===== config.mk =====
export PLATFORM = sky130hd
export DESIGN_NAME = if_fetch_unit
export DESIGN_NICKNAME = d
export VERILOG_FILES = /design/src/rtl/if_fetch_unit_pkg.sv /design/src/rtl/if_fetch_unit_buffer.sv /design/src/rtl/if_fetch_unit.sv
export SDC_FILE = /design/constraint.sdc
export NUM_CORES = 1
export LEC_CHECK = 0
export ABC_AREA = 0
export CORE_MARGIN = 2
export CORE_UTILIZATION = 50
export CTS_BUF_LIST = sky130_fd_sc_hd__clkbuf_2
export DETAILED_ROUTE_END_ITERATION = 8
export GPL_TIMING_DRIVEN = 0
export PLACE_DENSITY = 0.9
export SETUP_SLACK_MARGIN = 0.3
export SYNTH_ARGS = -nofsm -noshare
export SYNTH_HDL_FRONTEND = slang
export SYNTH_SLANG_ARGS = --single-unit
export TNS_END_PERCENT = 100

===== constraint.sdc =====
create_clock -name clk -period 10.6 [get_ports clk]
set_input_delay 2.12 -clock clk [delete_from_list [all_inputs] [get_ports clk]]
set_output_delay 2.12 -clock clk [all_outputs]
set_load 0.01 [all_outputs]

===== src/rtl/if_fetch_unit_pkg.sv =====
// Shared types and constants for the RV64 instruction-fetch stage.
package if_fetch_unit_pkg;

  localparam logic [31:0] NOP_INST         = 32'h0000_0013;
  localparam logic [63:0] RESET_PC_DEFAULT = 64'h0000_0000_8000_0000;

  typedef enum logic {
    S_REQ,
    S_WAIT
  } fetch_state_e;

  typedef struct packed {
    logic [63:0] pc;
    logic [31:0] inst;
  } fetch_entry_t;

endpackage


===== src/rtl/if_fetch_unit_buffer.sv =====
// Fetch buffer: small synchronous FIFO of {pc, inst} entries with flush.
module fetch_buffer
  import if_fetch_unit_pkg::*;
#(
  parameter int unsigned DEPTH = 2
) (
  input  logic        clk,
  input  logic        rst,
  input  logic        push,
  input  logic [63:0] push_pc,
  input  logic [31:0] push_inst,
  input  logic        pop,
  input  logic        flush,
  output logic        full,
  output logic        empty,
  output logic [63:0] head_pc,
  output logic [31:0] head_inst
);

  localparam int unsigned PW = $clog2(DEPTH);
  localparam logic [PW:0] CNT_FULL = (PW+1)'(DEPTH);

  fetch_entry_t  mem_q [DEPTH];
  fetch_entry_t  mem_d [DEPTH];
  logic [PW-1:0] rd_ptr_q, rd_ptr_d;
  logic [PW-1:0] wr_ptr_q, wr_ptr_d;
  logic [PW:0]   count_q, count_d;
  logic          do_push, do_pop;

  assign full      = (count_q == CNT_FULL);
  assign empty     = (count_q == '0);
  assign head_pc   = mem_q[rd_ptr_q].pc;
  assign head_inst = mem_q[rd_ptr_q].inst;
  assign do_push   = push && !flush && !full;
  assign do_pop    = pop && !flush && !empty;

  always_comb begin
    mem_d    = mem_q;
    rd_ptr_d = rd_ptr_q;
    wr_ptr_d = wr_ptr_q;
    count_d  = count_q;
    if (flush) begin
      rd_ptr_d = '0;
      wr_ptr_d = '0;
      count_d  = '0;
    end else begin
      if (do_push) begin
        mem_d[wr_ptr_q] = '{pc: push_pc, inst: push_inst};
        wr_ptr_d        = wr_ptr_q + 1'b1;
      end
      if (do_pop) begin
        rd_ptr_d = rd_ptr_q + 1'b1;
      end
      case ({do_push, do_pop})
        2'b10:   count_d = count_q + 1'b1;
        2'b01:   count_d = count_q - 1'b1;
        default: count_d = count_q;
      endcase
    end
  end

  always_ff @(posedge clk or posedge rst) begin
    if (rst) begin
      mem_q    <= '{default: '0};
      rd_ptr_q <= '0;
      wr_ptr_q <= '0;
      count_q  <= '0;
    end else begin
      mem_q    <= mem_d;
      rd_ptr_q <= rd_ptr_d;
      wr_ptr_q <= wr_ptr_d;
      count_q  <= count_d;
    end
  end

endmodule


===== src/rtl/if_fetch_unit.sv =====
// Instruction-fetch stage: owns the fetch PC, issues one imem request at a time,
// buffers responses and presents {inst, if_pc} to the IF/ID register.
module if_fetch_unit
  import if_fetch_unit_pkg::*;
#(
  parameter logic [63:0] RESET_PC = RESET_PC_DEFAULT,
  parameter int unsigned FB_DEPTH = 2
) (
  input  logic        clk,
  input  logic        rst,
  input  logic        stall,
  input  logic        redirect_valid,
  input  logic [63:0] redirect_pc,
  output logic        imem_req_valid,
  input  logic        imem_req_ready,
  output logic [63:0] imem_req_addr,
  input  logic        imem_rsp_valid,
  input  logic [31:0] imem_rsp_data,
  output logic [31:0] inst,
  output logic [63:0] if_pc,
  output logic        if_valid,
  output logic        if_flush
);

  localparam logic [63:0] ALIGN_MASK = {{62{1'b1}}, 2'b00};

  fetch_state_e state_q, state_d;
  logic [63:0]  pc_q, pc_d;
  logic [63:0]  req_pc_q, req_pc_d;
  logic         discard_q, discard_d;
  logic         req_fire;
  logic         fb_push, fb_pop, fb_full, fb_empty;
  logic [63:0]  head_pc;
  logic [31:0]  head_inst;

  // Gated by rst so no request is visible while reset is held.
  assign imem_req_valid = (state_q == S_REQ) && !fb_full && !rst;
  assign imem_req_addr  = pc_q;
  assign req_fire       = imem_req_valid && imem_req_ready;

  assign if_valid = !fb_empty;
  assign inst     = fb_empty ? NOP_INST : head_inst;
  assign if_pc    = fb_empty ? pc_q : head_pc;
  assign if_flush = redirect_valid;
  assign fb_pop   = if_valid && !stall;

  always_comb begin
    state_d   = state_q;
    pc_d      = pc_q;
    req_pc_d  = req_pc_q;
    discard_d = discard_q;
    fb_push   = 1'b0;
    if (redirect_valid) begin
      // An accepted request or an in-flight one must have its response dropped.
      pc_d = redirect_pc & ALIGN_MASK;
      case (state_q)
        S_REQ: begin
          if (req_fire) begin
            state_d   = S_WAIT;
            discard_d = 1'b1;
          end
        end
        S_WAIT: begin
          if (imem_rsp_valid) begin
            state_d   = S_REQ;
            discard_d = 1'b0;
          end else begin
            discard_d = 1'b1;
          end
        end
        default: state_d = S_REQ;
      endcase
    end else begin
      case (state_q)
        S_REQ: begin
          if (req_fire) begin
            state_d   = S_WAIT;
            req_pc_d  = pc_q;
            pc_d      = pc_q + 64'd4;
            discard_d = 1'b0;
          end
        end
        S_WAIT: begin
          if (imem_rsp_valid) begin
            fb_push   = !discard_q;
            discard_d = 1'b0;
            state_d   = S_REQ;
          end
        end
        default: state_d = S_REQ;
      endcase
    end
  end

  always_ff @(posedge clk or posedge rst) begin
    if (rst) begin
      state_q   <= S_REQ;
      pc_q      <= RESET_PC;
      req_pc_q  <= RESET_PC;
      discard_q <= 1'b0;
    end else begin
      state_q   <= state_d;
      pc_q      <= pc_d;
      req_pc_q  <= req_pc_d;
      discard_q <= discard_d;
    end
  end

  fetch_buffer #(
    .DEPTH(FB_DEPTH)
  ) u_fetch_buffer (
    .clk      (clk),
    .rst      (rst),
    .push     (fb_push),
    .push_pc  (req_pc_q),
    .push_inst(imem_rsp_data),
    .pop      (fb_pop),
    .flush    (redirect_valid),
    .full     (fb_full),
    .empty    (fb_empty),
    .head_pc  (head_pc),
    .head_inst(head_inst)
  );

endmodule


==> metrics.yaml, run 1 <==
logic_synthesis:
  synthTopCellsByCount: "dfrtp_1 (316), mux2_2 (241), nand2_1 (128)"
  synth_top_area_share_pct: 52.51
  async_flop_share_pct: 100.0
  yosysSeqAreaShare_pct: 52.86
  synthesis.area_sq_um: 15060
  netlist_instances: 1313
  synth.area.top_cells: "dfrtp_1 (53%), mux2_2 (18%), mux2i_1 (6.4%), o21ai_0 (3.8%), nand2_1 (3.2%)"
  synth.most_common_cell: "dfrtp_1"
  synthFlopType: "dfrtp_1"
  ys_seq_elements: 318
  synth_top_area_cell: "dfrtp_1"
  avgSynthCellArea_sq_um: 11.47
  synth-edff-count: 0
  synth_cell_types: 48
  synth_warnings: 0
timing:
  worstMarginPinSlew_ns: 1.019
  maxSlewViolCount: 0
  fmax_ghz: 0.1540
  layout_min_cycle_time_ns: 6.494
  finClkSkew_ns: 0.1049
  rsz0062_at_grt: "no"
  setup_violations: 0
  max_slew_margin_pct: 31.48
  hold_viol_final: 0
  setup_tns_ns: 0
  period_share_pct: 61.27
  setup_slack_ns: 4.106
global_route:
  grt_overflow_total: 0
  grt_first_pass_wirelength_microns: 68020
  grt_util_all_layers_pct: 27.75
  grt_pass1_vias: 12660
  grt_max_degree: 42
  antenna_found_initial: 5
floorplan:
  die_y_microns: 177.5
  rows: 63
  core_area_sq_um: 29640
  io_pins: 265
  dieArea_sq_um: 31520
  start_util_pct: 50.81
  die_x_microns: 177.5
layout:
  area_delta_synth_final_pct: 26.77
  nets: 1767
  n_fill_cell: 2274
  drive_gt1_share_pct: 22.62
placement:
  hpwl_microns: 31510
  place_congestion: 0.8684
  dp_worst_setup_slack_ns: 4.755
  port_buffers: 258
detailed_routing:
  via_per_inst: 5.744
  antenna_left: 0
  wl_met3_microns: 3016
  vias: 12160
  wl_met2_microns: 21080
  totalWireLength_microns: 43430
  dr.pass1.iters: 6
  wl_per_cell_microns: 20.51
  drt-met1-wl_microns: 17600
  drc: 0
  first_iter_violations: 939
  top_layer: "met5"
power_and_ir_drop:
  p_leak_nw: 8.225
  powerDensity_nw_per_um2: 176.8
  peakVddDrop_mv: 0.09947
hold_path:
  whs_path_depth: 1
  hold_class: "register to register"
setup_path:
  path_class: "register to primary output"
  critPathMaxFanout: 10
  worstPathArrival_ns: 4.37
  required_ns: 8.48
  crit_path_start_kind: "register"
  setup.worst_path.end_class: "primary output"
  reg2reg_depth: 6
clock_network:
  cts_sinks: 318
  cts_root_buffer: "clkbuf_2"
  cts_setup_buffers: 0
  clkLatencyLatePin_ns: 0.89
  ctsLongestPathBuffers: 3
  path_clk_slew_ns: 0.09
  cts_tree: "built"
  cts_resized: 0
  cts_buffers: 79
  h-tree-depth: 3
  hold_buffers: 0
status:
  status: "completed"
job:
  maxCapViolCount: 0
-- power by group --
part	internal, mW	total [mW]	switching, mW
sequential	1.53	1.76	0.225
clock	0.357	0.856	0.499
combinational	0.447	0.760	0.313
-- registers in the layout, indices dropped and copies added (netlist names) --
register	flops
u_fetch_buffer.count_q	2
discard_q	1
u_fetch_buffer.wr_ptr_q	1
u_fetch_buffer.rd_ptr_q	1
imem_req_addr	62
u_fetch_buffer.mem_q	188
req_pc_q	62
state_q	1
-- cells in the final DEF (no fill, tap or decap), types with 31 or more instances in the layout --
cell type / synthesis / final
clkdlybuf4s50_1: 0 / 258
mux2_2: 241 / 241
nor2_1: 62 / 62
nand2_1: 128 / 128
nand4_1: 31 / 31
o21ai_0: 115 / 115
dfrtp_1: 316 / 316
clkbuf_1: 75 / 75
nand3_1: 31 / 31
mux2i_1: 96 / 96
clkbuf_2: 0 / 111
-- kinds of logic after synthesis --
family / share of synthesized area (%)
buffers and inverters: 2.808
AO/OA/AOI/OAI: 6.256
XOR/XNOR: 1.977
flip-flops: 52.86
multiplexers: 24.40
adder cells (fa/ha/maj): 0.08307
AND/OR/NAND/NOR: 11.59
other: 0.02490
-- routing by layer --
metal,vias up,global-route usage [%]
met1,6055,35.56
met4,2,13.87
met2,551,45.11
met5,-,0
li1,5455,-
met3,97,5.377
-- worst max-delay path, stage by stage (launching register included) --
cell             delay (ns)
dfrtp_1                0.45
nor2_1                 0.32
clkbuf_1               0.75
clkbuf_1               0.69
clkbuf_1               0.47
nand2_1                0.10
o21ai_0                0.14
clkdlybuf4s50_1        0.60
-- layout make-up --
type                       count  area [sq um]  share of cell area, %
sequential                   318          7960                  41.70
multi-input combinational    891          6688                  35.03
timing repair buffer         267          2763                  14.47
clock buffer                 111         555.5                  2.910
tap                          390         488.0                  2.556
buffer                        89         355.3                  1.861
clock inverter                30         202.7                  1.062
inverter                      18         71.32                 0.3736
antenna                        3         7.507                0.03932
-- path summary, 6_finish.rpt --
check	startpoint	to	slack, ns
worst max-delay path	u_fetch_buffer.count_q[0]	if_pc[32]	4.11
worst min-delay path	u_fetch_buffer.mem_q[161]	u_fetch_buffer.mem_q[161]	0.51
worst max register to register	u_fetch_buffer.count_q[0]	u_fetch_buffer.mem_q[176]	7.26
worst min register to register	u_fetch_buffer.mem_q[161]	u_fetch_buffer.mem_q[161]	0.51
max in group asynchronous	rst	u_fetch_buffer.mem_q[179]	7.50
min in group asynchronous	rst	u_fetch_buffer.mem_q[155]	1.88
-- stage by stage --
stage                     utilization [%]  cells  total power [mW]  hold slack, ns  area (sq um)
after floorplan                         -   1316             2.193          0.4621         15070
after global placement              61.22   1964             2.454          0.4785         18140
after detailed placement            61.83   1973             2.536          0.4863         18330
after CTS                           64.39   2114             3.393          0.5130         19080
after global routing                64.40   2116             3.568          0.5185         19090
final                               64.41   2117             3.375          0.5132         19090
Power figures use the tool's default switching activity.
==> run 2, diff against run 1 <==
==> constraint.sdc (replaced) <==
create_clock -name clk -period 5.5 [get_ports clk]
set_input_delay 1.1 -clock clk [delete_from_list [all_inputs] [get_ports clk]]
set_output_delay 1.1 -clock clk [all_outputs]
set_load 0.01 [all_outputs]
==> run 2 against run 1 <==
- worst hold slack lost 0.0013 ns
- combinational power grew 93%
- sequential power grew 93%
- setup slack lost 3.5 ns
- highest routed layer unchanged
==> metrics.yaml, run 2 (synthesized netlist as in run 1, its figures left out) <==
timing:
  max_slew_margin_pct: 32.19  # +0.71 points
  setup_violations: 0  # unchanged
  maxSlewViolCount: 0  # unchanged
  finClkSkew_ns: 0.1071  # +0.002106 ns
  rsz0062_at_grt: "no"
  worstMarginPinSlew_ns: 1.009  # -0.01050 ns
  hold_viol_final: 0  # unchanged
  layout_min_cycle_time_ns: 4.916
  period_share_pct: 89.38
  fmax_ghz: 0.2034
floorplan:
  die_y_microns: 177.5  # unchanged
  io_pins: 265  # unchanged
  start_util_pct: 50.81  # unchanged
  rows: 63  # unchanged
  core_area_sq_um: 29640  # unchanged
  dieArea_sq_um: 31520  # unchanged
  die_x_microns: 177.5  # unchanged
layout:
  drive_gt1_share_pct: 22.85  # +0.23 points
  fin_area_sq_um: 19100  # about the same
  regMostFlops: "u_fetch_buffer.mem_q"
  area_delta_synth_final_pct: 26.80  # about the same
  nets: 1767  # unchanged
  mostFrequentLayoutCells: "dfrtp_1 (316), clkdlybuf4s50_1 (258), mux2_2 (241)"
  n_fill_cell: 2273  # -0.044%
  regArea_sq_um: 7960  # unchanged
  layout_commonest_cell: "dfrtp_1"
  largest_reg_flops: 188  # unchanged
  multi_input_area_sq_um: 6688  # unchanged
detailed_routing:
  drc: 0  # unchanged
  first_iter_violations: 941  # +0.21%
  totalWireLength_microns: 43490  # +0.14%
  vias: 12180  # +0.16%
  dr.pass1.iters: 5  # -1
  via_per_inst: 5.753  # +0.16%
  antenna_left: 0  # unchanged
  wl_per_cell_microns: 20.54  # +0.14%
power_and_ir_drop:
  powerDensity_nw_per_um2: 340.9  # +93%
  power.share.clock_pct: 25.4  # about the same
  share_comb_of_total_power_pct: 22.5  # about the same
  peakVddDrop_mv: 0.1917  # +93%
  p_sw_mw: 2.004  # +93%
  seqPwrFrac_pct: 52.0  # about the same
  p_leak_nw: 8.237  # +0.14%
  internal_power_mw: 4.505  # +93%
  swShare_pct: 30.79  # +0.062 points
  total_power_mw: 6.510  # +93%
clock_network:
  h-tree-depth: 3  # unchanged
  path_clk_slew_ns: 0.09  # about the same
  ctsLongestPathBuffers: 3  # unchanged
  cts_sinks: 318  # unchanged
  cts_root_buffer: "clkbuf_2"
  cts_tree: "built"
  clkLatencyLatePin_ns: 0.90  # about the same
  hold_buffers: 0  # unchanged
  cts_buffers: 79  # unchanged
global_route:
  met2_usage_pct: 45.11  # unchanged
  antenna_found_initial: 5  # unchanged
  grt_util_all_layers_pct: 27.75  # unchanged
  use_met3_pct: 5.377  # unchanged
  grt_first_pass_wirelength_microns: 68020  # unchanged
  grt_pass1_vias: 12660  # unchanged
  met1_usage_pct: 35.56  # unchanged
  grt-busiest-layer: "met2"
  grt_overflow_total: 0  # unchanged
  grt_max_degree: 42  # unchanged
setup_path:
  crit_path_start_kind: "register"
  crit_buf_inv: 4  # unchanged
  cpPeakStageDelay_ns: 0.60  # -0.15 ns
  setup.worst_path.end_class: "primary output"
  path_class: "register to primary output"
  cp_slowest_cell: "clkdlybuf4s50_1"
  crit_top_cell: "clkbuf_2"
  critPathMaxFanout: 10  # unchanged
  crit_family: "buffers and inverters"
  crit_chain: "nor2_1 -> clkbuf_2 -> clkbuf_2 -> clkbuf_1 -> nand2_1 -> o21ai_0 -> clkdlybuf4s50_1"
  worstPathArrival_ns: 3.82  # -0.55 ns
  required_ns: 4.40  # -4.08 ns
status:
  status: "completed"
placement:
  port_buffers: 258  # unchanged
  placed_cell_area_sq_um: 18330  # unchanged
  hpwl_microns: 31510  # unchanged
  place_congestion: 0.8684  # unchanged
job:
  maxCapViolCount: 0  # unchanged
hold_path:
  hold_class: "register to register"
-- run 2: changes by cell type in the layout (fill, tap and decap cells not counted), sizes merged --
cell / change
buf: -2
clkbuf: +2
-- run 2: worst register-to-register path, delay by kind of cell (launching register included) --
family	cells	cell delay, ns
buffers and inverters	2	1.35
AND/OR/NAND/NOR	3	0.97
flip-flops	1	0.45
multiplexers	1	0.42
-- run 2: area by class of cell --
type | count | share of cell area (%)
Multi-Input combinational cell | 891 | 35.02
Antenna cell | 3 | 0.03931
Timing Repair Buffer | 267 | 14.47
Clock inverter | 30 | 1.061
Tap cell | 390 | 2.555
Inverter | 18 | 0.3735
Clock buffer | 111 | 2.909
Buffer | 89 | 1.887
Sequential cell | 318 | 41.69
-- run 2: what timing repair did --
| item | CTS | global route |
|---|---|---|
| gates resized for setup | 2 | 2 |
| setup buffers | 0 | 0 |
| setup endpoints to repair | 50 | 5 |
-- run 2: layer usage --
layer | vias up | share of wire (%)
met3 | 103 | 7.3
met1 | 6061 | 40
li1 | 5457 | -
met2 | 556 | 48
met4 | 2 | 4.0
met5 | - | 0.030
-- run 2: through the flow --
| step | instances | util (%) | hold WS [ns] | setup slack (ns) | TNS (ns) |
|---|---|---|---|---|---|
| 2_1_floorplan | 1316 | - | 0.4621 | 0.1628 | 0 |
| 3_3_place_gp | 1964 | 61.22 | 0.4785 | -1.758 | -552.35 |
| 3_5_place_dp | 1973 | 61.83 | 0.4863 | 0.8933 | 0 |
| 4_1_cts | 2114 | 64.40 | 0.5130 | 0.3682 | 0 |
| 5_1_grt | 2116 | 64.42 | 0.5185 | 0.3718 | 0 |
| 6_report | 2117 | 64.43 | 0.5119 | 0.5842 | 0 |
-- run 2: path summary, 6_finish.rpt --
| path | slack (ns) | end | depth (start not counted) | startpoint |
|---|---|---|---|---|
| max | 0.58 | if_pc[32] | 7 | u_fetch_buffer.count_q[0] |
| min | 0.51 | u_fetch_buffer.mem_q[161] | 1 | u_fetch_buffer.mem_q[161] |
| max reg2reg | 2.15 | u_fetch_buffer.mem_q[176] | 6 | u_fetch_buffer.count_q[0] |
| min reg2reg | 0.51 | u_fetch_buffer.mem_q[161] | 1 | u_fetch_buffer.mem_q[161] |
| max in group asynchronous | 3.42 | u_fetch_buffer.mem_q[179] | 5 | rst |
| min in group asynchronous | 0.84 | req_pc_q[20] | 2 | rst |
-- run 2: power by group through the flow --
stage / Sequential, mW / Clock [mW] / Combinational, mW
4_1_cts: 3.37 / 1.69 / 1.48
5_1_grt: 3.46 / 1.82 / 1.60
6_report: 3.39 / 1.66 / 1.47
3_3_place_gp: 3.35 / 0 / 1.38
3_5_place_dp: 3.42 / 0 / 1.47
2_1_floorplan: 3.29 / 0 / 0.934
==> run 3, diff against run 2 <==
--- a/config.mk
+++ b/config.mk
@@ -12,7 +12,7 @@
 export DETAILED_ROUTE_END_ITERATION = 8
 export GPL_TIMING_DRIVEN = 0
 export PLACE_DENSITY = 0.9
-export SETUP_SLACK_MARGIN = 0.3
+export SETUP_SLACK_MARGIN = 0.05
 export SYNTH_ARGS = -nofsm -noshare
 export SYNTH_HDL_FRONTEND = slang
 export SYNTH_SLANG_ARGS = --single-unit
==> run 3 against run 2 <==
- sequential cell count unchanged
- sequential power about the same
- routed wire length about the same
- die area is the same
- first-iteration DRC count stayed put
- critical path type unchanged
- critical endpoint unchanged
==> metrics.yaml, run 3 (synthesized netlist as in run 1, its figures left out) <==
floorplan:
  die_y_microns: 177.5  # unchanged
  dieArea_sq_um: 31520  # unchanged
  io_pins: 265  # unchanged
  core_area_sq_um: 29640  # unchanged
  start_util_pct: 50.81  # unchanged
  die_x_microns: 177.5  # unchanged
  rows: 63  # unchanged
power_and_ir_drop:
  p_leak_nw: 8.228  # -0.11%
  total_power_mw: 6.510  # about the same
  powerDensity_nw_per_um2: 341.0  # about the same
  peakVddDrop_mv: 0.1917  # about the same
timing:
  hold_ws_ns: 0.5119  # -0.000002000 ns
  finClkSkew_ns: 0.1033  # -0.003756 ns
  hold_viol_final: 0  # unchanged
  maxSlewViolCount: 0  # unchanged
  worstMarginPinSlew_ns: 1.007  # -0.002114 ns
  setup_violations: 0  # unchanged
  layout_min_cycle_time_ns: 5.174  # +0.2578 ns
  fmax_ghz: 0.1933  # -5.0%
  period_share_pct: 94.07  # +4.7 points
  rsz0062_at_grt: "no"
  max_slew_margin_pct: 32.33  # +0.14 points
  setup_slack_ns: 0.3263  # -0.2578 ns
clock_network:
  cts_buffers: 79  # unchanged
  path_clk_slew_ns: 0.09  # about the same
  cts_sinks: 318  # unchanged
  cts_root_buffer: "clkbuf_2"
  hold_buffers: 0  # unchanged
  cts_setup_buffers: 0  # unchanged
  clkLatencyLatePin_ns: 0.90  # about the same
  cts_tree: "built"
  ctsLongestPathBuffers: 3  # unchanged
  h-tree-depth: 3  # unchanged
global_route:
  grt_max_degree: 42  # unchanged
  antenna_found_initial: 5  # unchanged
  grt_overflow_total: 0  # unchanged
  grt_pass1_vias: 12660  # unchanged
  grt_util_all_layers_pct: 27.75  # unchanged
  grt_first_pass_wirelength_microns: 68020  # unchanged
placement:
  hpwl_microns: 31510  # unchanged
  place_congestion: 0.8684  # unchanged
  placed_cell_area_sq_um: 18330  # unchanged
  dp_worst_setup_slack_ns: 0.8933  # unchanged
  placedCellCount: 1973  # unchanged
  port_buffers: 258  # unchanged
detailed_routing:
  totalWireLength_microns: 43470  # about the same
  drt-met1-wl_microns: 17430  # -0.47%
  vias: 12160  # -0.18%
  via_per_inst: 5.743  # -0.18%
  antenna_left: 0  # unchanged
  dr.pass1.iters: 5  # unchanged
  top_layer: "met5"
  first_iter_violations: 941  # unchanged
  wl_per_cell_microns: 20.53  # about the same
  drc: 0  # unchanged
  wl_met3_microns: 3257  # +2.2%
  wl_met2_microns: 21010  # about the same
layout:
  layout_commonest_cell: "dfrtp_1"
  n_fill_cell: 2273  # unchanged
  mostFrequentLayoutCells: "dfrtp_1 (316), clkdlybuf4s50_1 (258), mux2_2 (241)"
  largest_reg_flops: 188  # unchanged
  fin_cells: 2117  # unchanged
  drive_gt1_share_pct: 22.68  # -0.17 points
  fin_area_sq_um: 19090  # about the same
  regMostFlops: "u_fetch_buffer.mem_q"
  nets: 1767  # unchanged
  area_delta_synth_final_pct: 26.78  # about the same
setup_path:
  worstPathArrival_ns: 4.07  # +0.25 ns
  crit_path_start_kind: "register"
  required_ns: 4.40  # about the same
  crit_buf_inv: 4  # unchanged
  critPathMaxFanout: 10  # unchanged
  setup.worst_path.end_class: "primary output"
  crit_family: "buffers and inverters"
  cpPeakStageDelay_ns: 0.67  # +0.07 ns
  cp_slowest_cell: "clkbuf_1"
  crit_chain: "nor2_1 -> clkbuf_2 -> clkbuf_1 -> clkbuf_1 -> nand2_1 -> o21ai_0 -> clkdlybuf4s50_1"
  crit_top_cell: "clkbuf_1"
  path_class: "register to primary output"
status:
  status: "completed"
job:
  maxCapViolCount: 0  # unchanged
hold_path:
  hold_class: "register to register"
run 3: changes by cell type in the layout (fill, tap and decap cells not counted), sizes merged:
cell / previous run / this run
clkbuf: 188 / 186
buf: 21 / 23
run 3: timing repair:
action / CTS / global route
endpoints found under the setup margin: 10 / 0
resized for setup: 1 / 0
endpoints found under the hold margin: 0 / 0
run 3: path summary, 6_finish.rpt:
path | to | depth (start not counted) | slack [ns] | from
hold / removal | u_fetch_buffer.mem_q[161] | 1 | 0.51 | u_fetch_buffer.mem_q[161]
setup / recovery | if_pc[32] | 7 | 0.33 | u_fetch_buffer.count_q[0]
setup reg to reg | u_fetch_buffer.mem_q[176] | 6 | 2.17 | u_fetch_buffer.count_q[0]
hold reg to reg | u_fetch_buffer.mem_q[161] | 1 | 0.51 | u_fetch_buffer.mem_q[161]
max in group asynchronous | u_fetch_buffer.mem_q[179] | 5 | 3.43 | rst
min in group asynchronous | req_pc_q[20] | 2 | 0.84 | rst
run 3: per-layer routing:
layer | vias up | track usage (%)
li1 | 5458 | -
met1 | 6038 | 35.56
met2 | 554 | 45.11
met3 | 105 | 5.377
met4 | 2 | 13.87
met5 | - | 0
run 3: cell type report:
cell class	count	area (sq um)	area share, %
clock inverters	30	202.7	1.062
inverters	18	71.32	0.3735
multi-input cells	891	6688	35.03
clock buffers	111	555.5	2.910
repair buffers	267	2763	14.47
plain buffers	89	356.6	1.868
well taps	390	488.0	2.556
diodes	3	7.507	0.03932
flip-flops and latches	318	7960	41.69
run 3: power breakdown:
group          internal [mW]  total (mW)  switching, mW
Combinational          0.862        1.47          0.603
Clock                  0.689        1.66          0.968
Sequential              2.95        3.39          0.433
Total                   4.51        6.51           2.00
run 3: metrics by stage:
step	TNS, ns	utilization (%)
final	0	64.42
after detailed placement	0	61.83
after floorplan	0	-
after CTS	0	64.39
after global placement	-552.35	61.22
after global routing	0	64.41
